==> config.mk <==
export PLATFORM = sky130hd
export DESIGN_NAME = prog_mod_counter
export DESIGN_NICKNAME = d
export VERILOG_FILES = /design/src/rtl/prog_mod_counter.sv
export SDC_FILE = /design/constraint.sdc
export NUM_CORES = 1
export LEC_CHECK = 0
export ABC_AREA = 1
export CORE_MARGIN = 1.5
export CORE_UTILIZATION = 50
export CTS_CLUSTER_DIAMETER = 50
export CTS_CLUSTER_SIZE = 28
export DETAILED_ROUTE_END_ITERATION = 7
export PLACE_DENSITY_LB_ADDON = 0.08
export SYNTH_ARGS = -nofsm -noshare
export SYNTH_HDL_FRONTEND = slang
export SYNTH_SLANG_ARGS = --single-unit
==> constraint.sdc <==
create_clock -name clk -period 2.7 [get_ports clk]
set_input_delay 0.54 -clock clk [delete_from_list [all_inputs] [get_ports clk]]
set_output_delay 0.54 -clock clk [all_outputs]
set_load 0.05 [all_outputs]
==> src/rtl/prog_mod_counter.sv <==
`default_nettype none
// ============================================================================
//  Module   : prog_mod_counter
//  Purpose  : Runtime-programmable modulo-M up/down counter. Modulus is
//             reprogrammable at run time; a written modulus stays pending
//             until the next wrap step or load, so a counting sequence is
//             never cut short in the middle of a period.
//  Revision : 1.0  initial release
// ----------------------------------------------------------------------------
//  Parameters
//    WIDTH    counter / modulus width (2..32)
//    N_INIT   modulus after reset, 0 encodes 2^WIDTH
//    PRESC_W  prescaler width (used only with PROG_MOD_COUNTER_PRESCALE_EN)
//  Ports
//    clk       in   clock, rising edge
//    rstn      in   synchronous active-low reset
//    en        in   count enable
//    up_dn     in   1 = up, 0 = down
//    load      in   parallel load strobe (clamped to M-1)
//    load_val  in   load value
//    mod_wr    in   modulus write strobe
//    mod_n     in   new modulus, 0 = 2^WIDTH
//    presc     in   prescale divisor minus 1 (macro builds only)
//    count     out  registered count
//    tc        out  registered terminal-count pulse, aligned with wrapped count
//    casc      out  combinational: this cycle's step wraps
//    mod_pend  out  a written modulus awaits application
//  Build option
//    PROG_MOD_COUNTER_PRESCALE_EN  adds the enabled-cycle prescaler
// ============================================================================
module prog_mod_counter #(
   parameter int WIDTH   = 8,
   parameter int N_INIT  = 15,
   parameter int PRESC_W = 4
) (
   input  logic               clk,
   input  logic               rstn,
   input  logic               en,
   input  logic               up_dn,
   input  logic               load,
   input  logic [WIDTH-1:0]   load_val,
   input  logic               mod_wr,
   input  logic [WIDTH-1:0]   mod_n,
`ifdef PROG_MOD_COUNTER_PRESCALE_EN
   input  logic [PRESC_W-1:0] presc,
`endif
   output logic [WIDTH-1:0]   count,
   output logic               tc,
   output logic               casc,
   output logic               mod_pend
);

   localparam logic [WIDTH-1:0] N_INIT_V = WIDTH'(N_INIT);
   localparam logic [WIDTH:0]   ONE_X    = (WIDTH+1)'(1);

   if (WIDTH < 2 || WIDTH > 32 || PRESC_W < 1) begin : g_param_check
      $error("prog_mod_counter: parameter out of range");
   end

   logic [WIDTH-1:0] m_active;
   logic [WIDTH-1:0] m_pending;
   logic             tick;
   logic             step;
   logic             wrap;
   logic             at_term;
   logic             apply;
   logic [WIDTH:0]   m_cur;      // modulus governing this cycle's wrap test
   logic [WIDTH:0]   m_new;      // modulus in force after this edge
   logic [WIDTH:0]   m_new_m1;
   logic [WIDTH:0]   load_x;
   logic [WIDTH:0]   load_clamp;
   logic [WIDTH-1:0] count_nxt;

   // Moduli are widened by one bit so that 0 can stand for 2^WIDTH.
   function automatic logic [WIDTH:0] eff_mod(input logic [WIDTH-1:0] m);
      return (m == '0) ? {1'b1, {WIDTH{1'b0}}} : {1'b0, m};
   endfunction

`ifdef PROG_MOD_COUNTER_PRESCALE_EN
   logic [PRESC_W-1:0] presc_cnt;

   assign tick = (presc_cnt == presc);

   always_ff @(posedge clk) begin
      if (!rstn) begin
         presc_cnt <= '0;
      end else if (load) begin
         presc_cnt <= '0;
      end else if (en) begin
         presc_cnt <= tick ? '0 : presc_cnt + PRESC_W'(1);
      end
   end
`else
   assign tick = 1'b1;
`endif

   always_comb begin
      m_cur      = eff_mod(m_active);
      // A pending modulus takes effect in the same edge that applies it.
      m_new      = eff_mod(mod_pend ? m_pending : m_active);
      m_new_m1   = m_new - ONE_X;
      step       = en & tick;
      at_term    = up_dn ? ({1'b0, count} == (m_cur - ONE_X)) : (count == '0);
      wrap       = step & at_term;
      apply      = load | wrap;
      load_x     = {1'b0, load_val};
      load_clamp = (load_x >= m_new) ? m_new_m1 : load_x;

      count_nxt  = count;
      if (load) begin
         count_nxt = load_clamp[WIDTH-1:0];
      end else if (wrap) begin
         count_nxt = up_dn ? '0 : m_new_m1[WIDTH-1:0];
      end else if (step) begin
         count_nxt = up_dn ? count + WIDTH'(1) : count - WIDTH'(1);
      end
   end

   // Load wins over step, so a load cycle never reports a wrap.
   assign casc = wrap & ~load;

   always_ff @(posedge clk) begin
      if (!rstn) begin
         count     <= '0;
         tc        <= 1'b0;
         m_active  <= N_INIT_V;
         m_pending <= N_INIT_V;
         mod_pend  <= 1'b0;
      end else begin
         count <= count_nxt;
         tc    <= wrap & ~load;
         if (apply && mod_pend) begin
            m_active <= m_pending;
            mod_pend <= 1'b0;
         end
         // A write coinciding with an apply becomes the next pending value.
         if (mod_wr) begin
            m_pending <= mod_n;
            mod_pend  <= 1'b1;
         end
      end
   end

endmodule
`default_nettype wire

==> qor.yml <==
critical_path:
  path_class: "reg2out"
  critPathMaxFanout: 3
  required_ns: 2.16
  worstSetupStartpointType: "flip-flop"
  critical_path_arrival_ns: 2.14
  cp-end-kind: "primary output"
power_and_ir_drop:
  power_density_nw_per_um2: 455.3
  total_power_mw: 1.460
  ir_drop_mv: 0.3542
  power.leakage_nw: 1.608
place:
  gp_congestion: 0.9868
  port_buffers: 32
  dpl.cell_count: 493
  placed_area_sq_um: 2972
  dp.final_hpwl_mm: 5.209
logic_synthesis:
  synth.top_cell.area_share: 0.2148
  avgSynthCellArea_sq_um: 6.183
  synth_area_leader_cell: "dfxtp_1"
  ys_ff_latch: 26
  netlist_area_sq_um: 2424
  synth_edf_count: 0
  ys_types: 34
  async_flop_share: 0
  synth.most_common_cell: "nand2_1"
  synth_nets: 433
  seq_area_frac_synth: 0.2148
  synth_common_cells: "nand2_1, inv_1, nor2_1, nand3_1, dfxtp_1"
  synth_area_leaders: "dfxtp_1, nand2_1, ha_1"
  synth_warnings: 0
  synth_ff_type: "dfxtp_1"
  synthCells: 392
routing:
  drc: 0
  final_antenna_net_count: 0
  drt_iter0_drc: 182
  via_per_inst: 5.212
  wirelength_mm: 6.636
  wire_per_inst_microns: 13.17
  drt_first_pass_iters: 4
  via_count: 2627
worst_hold_path:
  hp-class: "reg2reg"
die:
  die_h_microns: 72.62
  die_x_microns: 72.62
  rows: 25
  core_area_sq_um: 4692
  die-area_sq_um: 5274
  initial_core_util: 0.5165
  io_pins: 33
clock_tree:
  cts_sinks: 26
  cts_buffer_depth: 2
  clock_latency_ns: 0.27
  cts_tree: "built"
  htree_levels: 1
  clk_pin_slew_ns: 0.09
  clock-root-buffer: "clkbuf_8"
  cts_buffers: 3
timing:
  rsz0062_at_grt: "true"
  tightest_slew_ns: 0.4952
  fin_crit_ns: 2.676
  maxSlewViolCount: 0
  hold_viol_final: 0
  post-route-period-util: 0.9909
  finClkSkew_ns: 0.002760
  slew_headroom: 0.6689
  tns_ns: 0
  setup_viol_count_final: 0
  hold_ws_ns: 0.4737
  max_freq_mhz: 373.8
grt:
  grt_overflow_total: 0
  grt_pass1_wl_mm: 10.70
  grt_max_degree: 17
  grt.total_usage: 0.2583
  antenna_found_initial: 0
  grt_pass1_vias: 2265
layout:
  layout-drive-gt1-share: 0.2000
  antennaDiodeCount: 0
  syn_to_final_growth_pct: 32.32
  final_cells: 504
  layout.nets: 492
  stdcell_area_sq_um: 3207
job:
  drv_cap: 0
status:
  outcome: "complete, no violations"
path summary, 6_finish.rpt:
check                             startpoint      endpoint  slack [ns]  cells past startpoint
worst max-delay path             m_active[0]          casc        0.02                     16
worst min-delay path            m_pending[3]  m_pending[3]        0.47                      2
worst max register to register      mod_pend      count[1]        0.13                     21
worst min register to register  m_pending[3]  m_pending[3]        0.47                      2
kinds of logic (layout without fill, tap and decap cells):
group | Yosys count | after routing | share of synthesized area
adders and majority gates | 19 | 19 | 0.1012
and+or+nand+nor | 216 | 216 | 0.4017
AOI/OAI and AO/OA | 59 | 59 | 0.1358
xor gates and xnor gates | 12 | 12 | 0.04337
DFF | 26 | 26 | 0.2148
buffers and inverters | 60 | 118 | 0.1032
cell usage in the layout (no fill, tap or decap), drive strengths merged:
cell type and n:
a21o 1, a21oi 24, a31oi 1, buf 32, bufinv 1, clkbuf 3, clkdlybuf4s50 31, clkinv 3
dfxtp 26, fa 1, ha 18, inv 48, nand2 117, nand3 35, nand4 7, nor2 51
nor3 2, nor4 2, o211ai 5, o21ai 27, o21bai 1, or2 2, xnor2 5, xor2 7
repair_timing:
action	4_1_cts	5_1_grt
gates cloned	0	0
resized for setup	7	26
hold buffers	0	0
setup buffers	0	7
setup endpoints to repair	1	9
pin swaps	1	18
hold endpoints to repair	0	0
state kept, by name, indices dropped and copies added (netlist names):
signal,count
count,8
mod_pend,1
m_active,8
tc,1
m_pending,8
area by class of cell:
| type | count | area [sq um] |
|---|---|---|
| clock buffers | 3 | 41.29 |
| clock inverters | 1 | 30.03 |
| fillers | 414 | 1485 |
| inverters | 51 | 191.4 |
| multi-input cells | 306 | 1772 |
| flip-flops and latches | 26 | 526.8 |
| well taps | 54 | 67.56 |
| repair buffers | 63 | 578.1 |
layer usage:
layer	vias to the layer above	share of wire	GRT usage
met5	-	0	0
met3	6	0.037	0.02624
met4	0	0.013	0.05241
met2	66	0.47	0.4292
met1	1171	0.48	0.3640
li1	1384	-	-
where the power goes:
part | total, mW | switching [mW] | internal [mW]
Clock | 0.322 | 0.123 | 0.198
Combinational | 0.669 | 0.388 | 0.281
Sequential | 0.469 | 0.0524 | 0.417
critical path, stage by stage (launching register included):
cell and delay (ns):
dfxtp_2 0.34, inv_2 0.05, buf_6 0.12, ha_4 0.28, inv_2 0.04, nand2_2 0.07, nand3_2 0.09, nor2_2 0.13
nand2_1 0.05, nor2_1 0.08, nand2_1 0.06, nor2_2 0.09, nand2_2 0.07, nand2_4 0.08, nand2_4 0.06, nor2_4 0.12
buf_12 0.14
metrics by stage:
step	utilization	worst slack [ns]
finish	0.6835	0.02450
CTS	0.6552	0.007353
global placement	0.6333	0.05063
global route	0.6835	-0.09745
floorplan	-	-0.01030
detailed placement	0.6333	0.03869
(Power assumes the default switching activity.)
